File: config.mk
export PLATFORM = sky130hd
export DESIGN_NAME = avalon_pio_gen
export DESIGN_NICKNAME = d
export VERILOG_FILES = /design/src/rtl/avalon_pio_gen.sv
export SDC_FILE = /design/constraint.sdc
export NUM_CORES = 1
export LEC_CHECK = 0
export BUFFER_PORTS_ARGS = -buffer_cell sky130_fd_sc_hd__buf_4
export CORE_AREA = 2 2 84 86
export CTS_BUF_LIST = sky130_fd_sc_hd__clkbuf_16
export CTS_CLUSTER_DIAMETER = 40
export DETAILED_ROUTE_END_ITERATION = 6
export DIE_AREA = 0 0 86 88
export PLACE_DENSITY = 0.78
export RECOVER_POWER = 50
export SLEW_MARGIN = 40
export SYNTH_ARGS = -nofsm -noshare
export SYNTH_HDL_FRONTEND = slang
export SYNTH_SLANG_ARGS = --single-unit
File: constraint.sdc
create_clock -name clk -period 2.2 [get_ports clk]
set_input_delay 0.11 -clock clk [delete_from_list [all_inputs] [get_ports clk]]
set_output_delay 0.11 -clock clk [all_outputs]
set_load 0.03 [all_outputs]
File: src/rtl/avalon_pio_gen.sv
// Avalon-MM general-purpose I/O: per-bit direction, input synchroniser, edge capture, masked irq.
// Optional atomic set/clear of output bits at offsets 4/5 when PIO_BIT_SETCLR_EN is defined.
module avalon_pio_gen #(
  parameter int               WIDTH       = 8,
  parameter logic [WIDTH-1:0] RESET_VALUE = '0,
  parameter int               EDGE_TYPE   = 0,
  parameter int               SYNC_STAGES = 2
) (
  input  logic             clk,
  input  logic             reset,
  input  logic [2:0]       avs_address,
  input  logic             avs_read,
  input  logic             avs_write,
  input  logic [31:0]      avs_writedata,
  output logic [31:0]      avs_readdata,
  input  logic [WIDTH-1:0] pio_in,
  output logic [WIDTH-1:0] pio_out,
  output logic [WIDTH-1:0] pio_oe,
  output logic             irq
);

  typedef enum logic {ST_ARMING, ST_ARMED} state_t;

  state_t                            state, state_nxt;
  logic [2:0]                        arm_cnt, arm_cnt_nxt;
  logic [SYNC_STAGES-1:0][WIDTH-1:0] sync_p;
  logic [WIDTH-1:0]                  sync_in, prev_in;
  logic [WIDTH-1:0]                  mask, edge_cap, detect;
  logic [WIDTH-1:0]                  wdata_w, out_nxt, rd_val, w1c;
  logic [31:0]                       rd_word;
  logic                              wr_data, wr_dir, wr_mask, wr_edge;
  logic                              unused_wdata;

  function automatic logic [WIDTH-1:0] edge_select(input logic [WIDTH-1:0] cur,
                                                   input logic [WIDTH-1:0] prv);
    case (EDGE_TYPE)
      0:       return cur & ~prv;
      1:       return ~cur & prv;
      default: return cur ^ prv;
    endcase
  endfunction

  assign wdata_w      = avs_writedata[WIDTH-1:0];
  assign unused_wdata = ^avs_writedata;
  assign sync_in      = sync_p[SYNC_STAGES-1];

  assign wr_data = avs_write && (avs_address == 3'd0);
  assign wr_dir  = avs_write && (avs_address == 3'd1);
  assign wr_mask = avs_write && (avs_address == 3'd2);
  assign wr_edge = avs_write && (avs_address == 3'd3);
  assign w1c     = wr_edge ? wdata_w : '0;

  // Edges are ignored while arming so pins already high at reset are not captured.
  assign detect = (state == ST_ARMED) ? (edge_select(sync_in, prev_in) & ~pio_oe) : '0;

  always_comb begin
    state_nxt   = state;
    arm_cnt_nxt = arm_cnt;
    case (state)
      ST_ARMING: begin
        if (arm_cnt == 3'(SYNC_STAGES)) state_nxt = ST_ARMED;
        else                            arm_cnt_nxt = arm_cnt + 3'd1;
      end
      default: ;
    endcase
  end

  always_comb begin
    out_nxt = pio_out;
    if (wr_data) out_nxt = wdata_w;
`ifdef PIO_BIT_SETCLR_EN
    if (avs_write && (avs_address == 3'd4)) out_nxt = pio_out | wdata_w;
    if (avs_write && (avs_address == 3'd5)) out_nxt = pio_out & ~wdata_w;
`endif
  end

  always_comb begin
    rd_val = '0;
    case (avs_address)
      3'd0:    rd_val = (pio_oe & pio_out) | (~pio_oe & sync_in);
      3'd1:    rd_val = pio_oe;
      3'd2:    rd_val = mask;
      3'd3:    rd_val = edge_cap;
      default: rd_val = '0;
    endcase
    rd_word              = '0;
    rd_word[WIDTH-1:0]   = rd_val;
  end

  // Stage p0: synchroniser, registers, readdata and irq all update on the same edge
  always_ff @(posedge clk or posedge reset) begin
    if (reset) begin
      state        <= ST_ARMING;
      arm_cnt      <= '0;
      sync_p       <= '0;
      prev_in      <= '0;
      pio_out      <= RESET_VALUE;
      pio_oe       <= '0;
      mask         <= '0;
      edge_cap     <= '0;
      irq          <= 1'b0;
      avs_readdata <= '0;
    end else begin
      state    <= state_nxt;
      arm_cnt  <= arm_cnt_nxt;
      sync_p   <= {sync_p[SYNC_STAGES-2:0], pio_in};
      prev_in  <= sync_in;
      pio_out  <= out_nxt;
      if (wr_dir)  pio_oe <= wdata_w;
      if (wr_mask) mask   <= wdata_w;
      edge_cap <= (edge_cap & ~w1c) | detect;
      irq      <= |(edge_cap & mask);
      if (avs_read) avs_readdata <= rd_word;
    end
  end

endmodule

After elaboration in Yosys (flattened, before gate mapping)
Cells that the tools add are included.
W data, S select, Z words.
{"block": "op_classes", "add_sub_neg": 1, "eq_ne": 4, "muxes": 5, "bitwise": 13, "n_reduce_logical": 7}
{"operator": "$and A8 B8 Y8", "n": 6}
{"operator": "$pmux W8 S4", "n": 1}
{"operator": "$not A8 Y8", "n": 3}
{"operator": "$mux W8", "n": 2}
{"operator": "$or A8 B8 Y8", "n": 2}
{"operator": "$eq A3 B2 Y1 const B", "n": 3}
{"operator": "$reduce_or A8 Y1", "n": 1}
{"operator": "$logic_and A1 B1 Y1", "n": 4}
{"operator": "$add A3 B1 Y3 const B", "n": 1}
{"operator": "$eq A3 B1 Y1 const B", "n": 1}
{"operator": "$logic_not A3 Y1", "n": 1}
{"operator": "$mux W1", "n": 2}
{"operator": "$not A1 Y1", "n": 2}
{"operator": "$reduce_and A2 Y1", "n": 1}
{"block": "word_totals", "ff_bits": 69, "input_bits": 47, "out_inout_bits": 49, "elab_cells": 41}

Logic depth before layout (Yosys ltp)
Gate-level depths: netlist (run 1).
{"block": "logic_depth", "depth_word": 6, "depth_mapped": 5, "ltp_nobuf": 4}

Worst setup path after synthesis (run 1)
OpenSTA, ideal clock, no wires.
{"block": "synth_path", "kind": "reg-to-reg", "start": "register pio_oe[7]", "end": "register avs_readdata[7]", "setup_time_ns": 0.066, "arrival_ns": 1.188, "required_ns": 2.134, "slack_ns": 0.945, "stages_incl_launch_ff": 4, "path_buffers": 0, "synth_period_minus_slack_ns": 1.255, "path_cell_list": "dfrtp_1 or3b_2 a21oi_1 a221o_1"}
{"block": "synth_via", "elab_chain_cells": 4, "elab_cells_between_ends": 5, "classes_between": "mux (1); bitwise (4)"}
{"item": "from (decl)", "line": "18", "source": "output logic [WIDTH-1:0] pio_oe,"}
{"item": "from (signal assigned)", "line": "109", "source": "if (wr_dir) pio_oe <= wdata_w;"}
{"item": "$not A8 Y8", "line": "80", "source": "3'd0: rd_val = (pio_oe & pio_out) | (~pio_oe & sync_in);"}
{"item": "$and A8 B8 Y8", "line": "80"}
{"item": "$or A8 B8 Y8", "line": "80"}
{"item": "$pmux W8 S4 *", "line": "79", "source": "case (avs_address)"}
{"item": "to (signal assigned)", "line": "113", "source": "if (avs_read) avs_readdata <= rd_word;"}
{"item": "to (decl)", "line": "15", "source": "output logic [31:0] avs_readdata,"}
Mark *: on every way between the ends. The rest lies on a longest branch, timed or not.
A chain may end at the register's enable or synchronous reset.

Final worst setup path (run 1)
{"block": "layout_path", "start": "input port avs_address[0]", "end": "register pio_out[3]"}
{"block": "layout_via", "elab_chain_cells": 2}
{"item": "from (decl)", "line": "11", "source": "input logic [2:0] avs_address,"}
{"item": "$logic_not A3 Y1", "line": "47", "source": "assign wr_data = avs_write && (avs_address == 3'd0);"}
{"item": "$logic_and A1 B1 Y1", "line": "47"}
{"item": "to (signal assigned)", "line": "108", "source": "pio_out <= out_nxt;"}
{"item": "to (decl)", "line": "17", "source": "output logic [WIDTH-1:0] pio_out,"}
Every way passes these cells.

==> run_results.csv, run 1 <==
group,metric,value,unit
status,outcome,"completed",
setup_path,rr_endpoint,"arm_cnt[1]",
setup_path,endpoint_kind,"register",
setup_path,critPathBufInv,2,
cts,clock_path_buffers,2,
logic_synthesis,ys_seq_elements,69,
place,preCtsSetupSlack,0.786,ns
cts,clk_latency,0.32,ns
detailed_routing,antenna_left,0,
worst_hold_path,min_path_cells,2,
cts,h-tree-depth,3,
logic_synthesis,synth_area_leaders,"dfrtp_1, mux2_2, buf_4",
place,io_buffers,47,
global_routing,grt_pass1_wl,9180,um
setup_path,worstPathCellList,"clkbuf_2, nor4b_1, clkbuf_1, mux2_2",
timing,setup_violations,0,
layout,antenna_cells,0,
layout,regArea,1730,um2
timing,hold_viol,0,
setup_path,cp_max_fo,28,
logic_synthesis,syn_inst,222,
detailed_routing,wl_per_cell,15.6,um
logic_synthesis,synth_top_area_cell,"dfrtp_1",
floorplanning,num_rows,30,
worst_hold_path,min_to,"pio_out[7]",
global_routing,grt_pass1_vias,1895,
floorplanning,ios,96,
timing,clock.fmax,603,MHz
setup_path,crit_family,"buffers and inverters",
flow_run,max_cap_viol_count,0,
timing,rsz0062_at_grt,"false",
layout,final_nets,334,
floorplanning,start_util,0.438,
setup_path,rr_worst_depth,4,
cts,cts_tree,"built",
global_routing,grt_use_total,0.163,
floorplanning,die_area,7570,um2
worst_hold_path,hold_class,"in -> reg",
layout,multi_input_area,1010,um2
setup_path,r2r_slack,0.95,ns
detailed_routing,num_vias,1871,
detailed_routing,drt_iter0_drc,96,
global_routing,grt_max_degree,34,
setup_path,cpMaxStageDelayCell,"clkbuf_1",
global_routing,antenna_found_initial,0,
cts,cts.clk_slew.worst_paths,0.05,ns
global_routing,grt_remaining_overflow,0,
timing,fin_setup_tns,0,ns
detailed_routing,firstDrtPassIters,4,
timing,fin_crit_sh,0.754,
layout,area_delta_synth_final,21.7,%
detailed_routing,drcViolationCount,0,
timing,fin_skew,0.00498,ns
cts,clock-sinks,69,
floorplanning,die_y,88,um
layout,fin_cells,369,
setup_path,cpPeakStageDelay,0.57,ns
timing,slew_headroom,0.181,
timing,fin_ws,0.542,ns
timing,hold_ws,0.0483,ns
logic_synthesis,ys_seq_area_frac,0.593,
setup_path,critPathLaunchType,"primary input",
layout,layout-drive-gt1-share,0.280,
timing,slew_viol_final,0,
logic_synthesis,ys_warn_count,0,
cts,numCtsBuffers,9,
floorplanning,dieWidth,86,um
cts,cts-root-buf,"clkbuf_16",
place,hpwl,3850,um
logic_synthesis,syn-cell-area,2910,um2
power_and_ir_drop,ir_drop,479,uV
timing,worst_pin_slew,1.23,ns
place,gp_congestion,0.683,
setup_path,crit_arrival,1.86,ns
power_and_ir_drop,p_per_area,979,nW/um2
setup_path,rr_startpoint,"arm_cnt[0]",
logic_synthesis,synth_top_area_share,0.593,
setup_path,worst-setup-path-type,"in -> reg",
worst_hold_path,worstHoldStart,"avs_writedata[7]",
setup_path,cp.required,2.40,ns
logic_synthesis,avgSynthCellArea,13.1,um2
place,dp_cells,345,
detailed_routing,via_per_inst,5.07,
logic_synthesis,synth_cell_type_count,26,
layout,fillers,578,
floorplanning,fp.coreArea,6640,um2
detailed_routing,drt_wl_total,5740,um
timing,period_minus_slack,1.66,ns
power_and_ir_drop,p_leak,0.00159,uW
flip-flops by register name, summed over array words and instances, names as in the netlist:
name	cells
avs_readdata	8
edge_cap	8
mask	8
pio_oe	8
pio_out	8
prev_in	8
sync_in	8
sync_p	8
arm_cnt	3
irq	1
state	1
kinds of logic (layout without fill, tap and decap cells):
logic type	Yosys count	count (layout)	share of synthesized area
xor+xnor	2	2	0.00602
buf+inv	39	83	0.0851
flops	69	69	0.593
fa+ha+maj	2	2	0.00859
other cells	1	24	0.00129
compound gates	45	45	0.102
simple gates	31	31	0.0765
mux	33	33	0.127
worst max path at each step:
stage | from | to | slack [ns] | cells after the start
after floorplan | reset | arm_cnt[0] | 0.35 | 1
after global placement | avs_address[0] | pio_oe[5] | 0.81 | 4
after detailed placement | avs_address[0] | pio_oe[0] | 0.79 | 4
after CTS | arm_cnt[0] | arm_cnt[1] | 0.95 | 4
after global routing | avs_address[0] | pio_out[3] | 0.48 | 4
final | avs_address[0] | pio_out[3] | 0.54 | 4
what timing repair did:
action / in CTS / in global routing
endpoints found under the hold margin: 39 / 0
gates resized for setup: 0 / 0
setup buffers: 0 / 0
hold buffers: 9 / 0
stage by stage:
stage | cell area, um2 | total power [uW] | utilization
4_1_cts | 3620 | 3550 | 0.545
2_1_floorplan | 3000 | 2080 | -
3_5_place_dp | 3280 | 2320 | 0.494
3_3_place_gp | 3280 | 2300 | 0.494
5_1_grt | 3540 | 3640 | 0.534
6_report | 3540 | 3470 | 0.534
power by group:
group | total [uW] | internal [uW] | switching (uW)
combinational | 703 | 290 | 413
sequential | 1560 | 1440 | 129
clock | 1200 | 732 | 473
total | 3470 | 2460 | 1010
per-layer routing:
metal,vias to the layer above,wire length [um],GRT usage
li1,862,-,-
met1,950,2470,0.200
met2,52,2870,0.271
met3,7,323,0.0537
met4,0,77,0.0606
met5,-,0,0
synthesized netlist by cell type (all sizes together):
cell and number:
a221o 1, nand2 8, xnor2 2, dfrtp 69
conb 1, a211oi 1, o21a 7, ha 2
a21o 8, or3b 2, nor4bb 10, o21ai 8
clkbuf 4, nand4 1, a21oi 9, mux2i 1
and4b 1, buf 28, and3b 1, inv 7
mux2 32, nor4b 1, nor2 7, a22oi 11
layout make-up:
class                   instances  share of cell area
clock buffers                   9              0.0635
clock inverters                 6             0.00671
inverters                       7             0.00741
multi-input cells             137               0.285
flip-flops and latches         69               0.487
well taps                      80              0.0282
repair buffers                 61               0.122
worst reg2reg max path, stage by stage (launching register included):
cell and delay [ns]:
dfrtp_1 0.36, inv_1 0.07, ha_1 0.21, a21oi_1 0.32, mux2i_1 0.22
cell usage in the layout (no fill, tap or decap):
master	synthesis	routed
dfrtp_1	69	69
mux2_2	32	32
buf_4	24	26
conb_1	1	24
clkbuf_1	4	15
a22oi_1	11	11
nor4bb_1	10	10
a21oi_1	9	9
inv_1	7	9
clkbuf_16	0	9
dlygate4sd3_1	0	9
clkbuf_4	0	9
o21ai_0	8	8
nand2_1	8	8
a21o_1	8	8
nor2_1	7	7
o21a_1	7	7
clkinv_1	0	3
or3b_2	2	2
xnor2_1	2	2
ha_1	2	2
and3b_1	1	1
mux2i_1	1	1
and4b_1	1	1
nand4_1	1	1
nor4b_1	0	1
a221o_1	1	1
a211oi_1	1	1
clkinv_2	0	1
clkbuf_2	0	1
buf_12	0	1
(Power assumes the default switching activity.)
==> inputs of run 2 (changes only) <==
--- a/config.mk
+++ b/config.mk
@@ -5,12 +5,13 @@
 export SDC_FILE = /design/constraint.sdc
 export NUM_CORES = 1
 export LEC_CHECK = 0
+export ABC_AREA = 1
 export BUFFER_PORTS_ARGS = -buffer_cell sky130_fd_sc_hd__buf_4
-export CORE_AREA = 2 2 84 86
+export CORE_AREA = 2 2 86 88
 export CTS_BUF_LIST = sky130_fd_sc_hd__clkbuf_16
 export CTS_CLUSTER_DIAMETER = 40
 export DETAILED_ROUTE_END_ITERATION = 6
-export DIE_AREA = 0 0 86 88
+export DIE_AREA = 0 0 88 90
 export PLACE_DENSITY = 0.78
 export RECOVER_POWER = 50
 export SLEW_MARGIN = 40
==> constraint.sdc (replaced) <==
create_clock -name clk -period 1.65 [get_ports clk]
set_input_delay 0.0825 -clock clk [delete_from_list [all_inputs] [get_ports clk]]
set_output_delay 0.0825 -clock clk [all_outputs]
set_load 0.03 [all_outputs]
==> run_results.csv, run 2 <==
group,metric,value,unit
status,outcome,"completed",
logic_synthesis,yosys_most_used_dff,"dfrtp_1",
detailed_routing,antenna_left,0,
timing,fin_setup_tns,0,ns
logic_synthesis,ys_seq_area_frac,0.558,
floorplanning,dieWidth,88,um
logic_synthesis,ys_warn_count,0,
floorplanning,die_y,90,um
place,preCtsSetupSlack,0.317,ns
detailed_routing,drt_wl_total,6120,um
power_and_ir_drop,p_per_area,1220,nW/um2
timing,worst_pin_slew,0.910,ns
timing,period_minus_slack,1.30,ns
cts,clk_latency,0.32,ns
global_routing,grt_use_met3,0.0551,
layout,multi_input_area,1130,um2
floorplanning,fp.coreArea,7020,um2
global_routing,grt_use_total,0.168,
global_routing,antenna_found_initial,0,
place,gp_congestion,0.894,
setup_path,endpoint_kind,"register",
timing,slew_headroom,0.394,
logic_synthesis,synth_top_area_cell,"dfrtp_1",
setup_path,worst-setup-path-type,"reg -> reg",
power_and_ir_drop,p_leak,0.00195,uW
cts,cts.repair.resized,0,
floorplanning,die_area,7920,um2
logic_synthesis,syn_inst,327,
setup_path,cp_max_fo,5,
logic_synthesis,ys_seq_elements,69,
setup_path,critPathLaunchType,"register",
cts,cts-root-buf,"clkbuf_16",
global_routing,grt_max_degree,70,
setup_path,cp.required,1.85,ns
worst_hold_path,hold_class,"in -> reg",
floorplanning,start_util,0.441,
power_and_ir_drop,ir_drop,676,uV
cts,cts_setup_buffers,0,
layout,final_nets,435,
cts,cts_tree,"built",
timing,hold_viol,0,
global_routing,use_met2,0.244,
logic_synthesis,synth_area_leaders,"dfrtp_1, nand2_1, buf_4",
global_routing,grt_pass1_wl,10200,um
place,io_buffers,47,
layout,antenna_cells,0,
place,hpwl,4060,um
global_routing,gr-usage-met1,0.230,
global_routing,grt_remaining_overflow,0,
flow_run,max_cap_viol_count,0,
layout,mostFrequentLayoutCell,"nand2_1",
cts,clock-sinks,69,
floorplanning,num_rows,31,
logic_synthesis,ys_async_sr_fraction,1.00,
detailed_routing,num_vias,2274,
timing,fin_ws,0.348,ns
timing,rsz0062_at_grt,"false",
detailed_routing,drt_iter0_drc,281,
logic_synthesis,syn-cell-area,3100,um2
logic_synthesis,synth_top_area_share,0.558,
timing,setup_violations,0,
layout,layout_common_cells,"nand2_1, dfrtp_1, buf_4, conb_1, inv_1",
timing,clock.fmax,768,MHz
logic_synthesis,netlist_top_cells_count,"nand2_1, dfrtp_1, buf_4",
detailed_routing,via_per_inst,4.64,
global_routing,busiest_layer,"met2",
layout,area_delta_synth_final,22.2,%
detailed_routing,drcViolationCount,0,
setup_path,crit_arrival,1.50,ns
floorplanning,ios,96,
cts,numCtsBuffers,9,
logic_synthesis,yosysMostFrequentCell,"nand2_1",
detailed_routing,firstDrtPassIters,7,
cts,clock_path_buffers,2,
timing,slew_viol_final,0,
global_routing,grt_pass1_vias,2127,
layout,layout-drive-gt1-share,0.233,
layout,regArea,1730,um2
layout,fillers,622,
timing,fin_crit_sh,0.789,
cts,cts.clk_slew.worst_paths,0.05,ns
cts,h-tree-depth,3,
timing,fin_skew,0.00419,ns
detailed_routing,wl_per_cell,12.5,um
logic_synthesis,avgSynthCellArea,9.47,um2
logic_synthesis,synth_cell_type_count,25,
logic_synthesis,synth_edf_count,0,
==> run 2: cell types whose count changed in the layout (fill, tap and decap cells not counted), sizes merged, moves of 11 or more <==
cell / previous run / this run
nand2: 8 / 114
mux2: 32 / 0
o21ai: 8 / 33
nand3: 0 / 19
clkbuf: 34 / 19
inv: 9 / 23
a22oi: 11 / 0
buf: 27 / 38
==> run 2: what timing repair did <==
action                                  4_1_cts  5_1_grt
hold endpoints to repair                     77        0
hold buffers                                  9        0
endpoints found under the setup margin        0        0
==> run 2: final cells by class <==
cell class / instances / area share
Sequential cell: 69 / 0.457
Clock buffer: 9 / 0.0596
Tap cell: 99 / 0.0328
Multi-Input combinational cell: 225 / 0.298
Timing Repair Buffer: 57 / 0.118
Inverter: 24 / 0.0261
Clock inverter: 7 / 0.00893
==> run 2: report_power, final <==
group          leakage [uW]  internal [uW]  switching (uW)
logic               0.00100            329             602
registers          0.000818           1890             155
clock network      0.000131            990             662
total               0.00195           3200            1420
==> run 2: worst paths after layout <==
check,slack (ns),cells after the start,from,end
max in group asynchronous,0.43,4,reset,avs_readdata[4]
hold reg to reg,0.35,0,sync_p[0],sync_in[0]
setup reg to reg,0.35,6,arm_cnt[0],arm_cnt[2]
min in group asynchronous,0.61,4,reset,sync_p[6]
hold / removal,0.08,3,avs_writedata[1],pio_out[1]
setup / recovery,0.35,6,arm_cnt[0],arm_cnt[2]
==> run 2: cell families after synthesis <==
| logic type | synth area share |
|---|---|
| and+or+nand+nor | 0.221 |
| DFF | 0.558 |
| buffers and inverters | 0.106 |
| AOI/OAI and AO/OA | 0.100 |
| xor gates and xnor gates | 0.00566 |
| adders and majority gates | 0.00808 |
| other | 0.00121 |
==> run 2: metrics by stage <==
stage / hold slack (ns) / utilization / instances / power (uW) / area [um2]
global route: 0.0811 / 0.539 / 490 / 4870 / 3780
floorplan: 0.114 / - / 350 / 2710 / 3190
global placement: 0.192 / 0.491 / 465 / 2960 / 3450
detailed placement: 0.193 / 0.491 / 465 / 2990 / 3450
finish: 0.0765 / 0.539 / 490 / 4620 / 3780
CTS: 0.0735 / 0.541 / 490 / 4660 / 3800
==> run 2: layer usage <==
metal / vias up / part of all wire
met1: 1054 / 0.44
met5: - / 0
li1: 1119 / -
met4: 0 / 0.021
met3: 10 / 0.077
met2: 91 / 0.47
==> run 2: critical path, cell delays in order, from the launching register on <==
cell and delay (ns):
dfrtp_1 0.38, inv_1 0.09, ha_1 0.14, inv_1 0.03
o21bai_1 0.28, nor2_1 0.10, xor2_1 0.15
==> inputs of run 3 (changes only) <==
==> constraint.sdc (replaced) <==
create_clock -name clk -period 1.3 [get_ports clk]
set_input_delay 0.065 -clock clk [delete_from_list [all_inputs] [get_ports clk]]
set_output_delay 0.065 -clock clk [all_outputs]
set_load 0.03 [all_outputs]
==> run_results.csv, run 3 (synthesis results as in run 2) <==
group,metric,value,unit
status,outcome,"completed",
cts,clock-sinks,69,
power_and_ir_drop,p_leak,0.00199,uW
detailed_routing,wl_per_cell,13.1,um
cts,clk_latency,0.33,ns
timing,hold_viol,0,
global_routing,grt_remaining_overflow,0,
place,dp_cells,473,
global_routing,gr-usage-met1,0.234,
global_routing,busiest_layer,"met2",
layout,layout_common_cells,"nand2_1, dfrtp_1, buf_4, conb_1, inv_1",
power_and_ir_drop,ir_drop,940,uV
floorplanning,die_y,90,um
cts,cts_setup_buffers,0,
floorplanning,die_area,7920,um2
layout,layout-drive-gt1-share,0.228,
flow_run,max_cap_viol_count,0,
global_routing,grt_use_met3,0.0422,
detailed_routing,drcViolationCount,0,
power_and_ir_drop,power_frac_comb,0.195,
detailed_routing,drt_wl_total,6530,um
cts,cts_hold_buf,9,
setup_path,worst-setup-path-type,"reg -> reg",
cts,cts.repair.resized,0,
timing,setup_violations,0,
power_and_ir_drop,power_frac_clock,0.378,
floorplanning,start_util,0.441,
timing,rsz0062_at_grt,"false",
detailed_routing,num_vias,2371,
floorplanning,num_rows,31,
cts,cts.clk_slew.worst_paths,0.05,ns
power_and_ir_drop,seqPwrFrac,0.427,
layout,area_delta_synth_final,23.3,%
timing,hold_ws,0.0467,ns
floorplanning,fp.coreArea,7020,um2
detailed_routing,firstDrtPassIters,4,
power_and_ir_drop,p_per_area,1590,nW/um2
timing,fin_setup_tns,0,ns
power_and_ir_drop,swShare,0.297,
global_routing,antenna_found_initial,0,
global_routing,grt_use_total,0.179,
setup_path,critPathLaunchType,"register",
setup_path,crit_arrival,1.43,ns
power_and_ir_drop,total_power,6060,uW
timing,clock.fmax,850,MHz
timing,fin_ws,0.124,ns
detailed_routing,via_per_inst,4.76,
timing,fin_skew,0.00301,ns
timing,period_minus_slack,1.18,ns
timing,slew_viol_final,0,
cts,cts_tree,"built",
timing,fin_crit_sh,0.905,
worst_hold_path,min_path_cells,3,
floorplanning,ios,96,
setup_path,cp_max_fo,4,
setup_path,rr_worst_depth,6,
global_routing,grt_pass1_wl,10800,um
place,preCtsSetupSlack,0.143,ns
detailed_routing,antenna_left,0,
place,hpwl,4330,um
worst_hold_path,hold_class,"in -> reg",
worst_hold_path,worstHoldStart,"avs_writedata[6]",
power_and_ir_drop,internal_power,4260,uW
layout,final_nets,443,
global_routing,use_met2,0.264,
setup_path,cp.required,1.55,ns
timing,slew_headroom,0.591,
power_and_ir_drop,p_switching,1800,uW
setup_path,r2r_slack,0.12,ns
floorplanning,dieWidth,88,um
cts,numCtsBuffers,9,
layout,antenna_cells,0,
cts,h-tree-depth,3,
setup_path,endpoint_kind,"register",
cts,clock_path_buffers,2,
global_routing,grt_pass1_vias,2297,
worst_hold_path,min_to,"pio_out[6]",
cts,cts-root-buf,"clkbuf_16",
setup_path,rr_endpoint,"arm_cnt[0]",
layout,fin_cells,498,
setup_path,rr_startpoint,"arm_cnt[0]",
detailed_routing,drt_iter0_drc,191,
timing,worst_pin_slew,0.611,ns
place,gp_congestion,0.912,
global_routing,grt_max_degree,59,
place,io_buffers,47,
layout,mostFrequentLayoutCell,"nand2_1",
==> run 3: cell count changes in the layout (fill, tap and decap cells not counted), moves of 2 or more <==
| cell | change |
|---|---|
| buf_4 | +7 |
| clkinvlp_4 | -2 |
| nand2_1 | +2 |
| o21ai_2 | -4 |
| o21ai_0 | +9 |
| o21ai_1 | -5 |
| nor2_4 | -2 |
| nand3_1 | +2 |
==> run 3: worst max path at each step <==
stage | end | slack [ns] | start | cells past startpoint
after floorplan | arm_cnt[2] | 0.10 | arm_cnt[0] | 6
after global placement | arm_cnt[0] | 0.17 | arm_cnt[0] | 6
after detailed placement | arm_cnt[0] | 0.14 | arm_cnt[0] | 6
after CTS | arm_cnt[0] | 0.12 | arm_cnt[0] | 6
after global routing | arm_cnt[0] | 0.007 | arm_cnt[0] | 6
final | arm_cnt[0] | 0.12 | arm_cnt[0] | 6
==> run 3: critical path, cell delays in order, from the launching register on <==
cell      delay [ns]
dfrtp_1         0.38
inv_1           0.09
ha_1            0.14
inv_1           0.03
o21bai_1        0.16
buf_4           0.16
xor2_1          0.14
==> run 3: layer usage <==
metal / wire [um] / vias to the layer above / part of all wire
li1: - / 1137 / -
met1: 2750 / 1103 / 0.42
met2: 3020 / 99 / 0.46
met3: 430 / 32 / 0.066
met4: 335 / 0 / 0.051
met5: 0 / - / 0
==> run 3: power groups by stage <==
| stage | combinational (uW) | clock, uW | sequential [uW] |
|---|---|---|---|
| floorplan | 599 | 0 | 2850 |
| global placement | 1170 | 0 | 2610 |
| detailed placement | 1200 | 0 | 2620 |
| CTS | 1230 | 2320 | 2590 |
| global route | 1300 | 2420 | 2620 |
| finish | 1180 | 2290 | 2590 |
==> run 3: through the flow <==
| stage | util | cell area (um2) |
|---|---|---|
| 2_1_floorplan | - | 3190 |
| 3_3_place_gp | 0.500 | 3510 |
| 3_5_place_dp | 0.500 | 3510 |
| 4_1_cts | 0.553 | 3880 |
| 5_1_grt | 0.544 | 3820 |
| 6_report | 0.544 | 3820 |
==> run 3: cell type report <==
cell class	count	area, um2
Clock buffer	9	225
Clock inverter	7	56.3
Fill cell	635	3200
Inverter	24	93.8
Multi-Input combinational cell	225	1070
Sequential cell	69	1730
Tap cell	99	124
Timing Repair Buffer	65	520
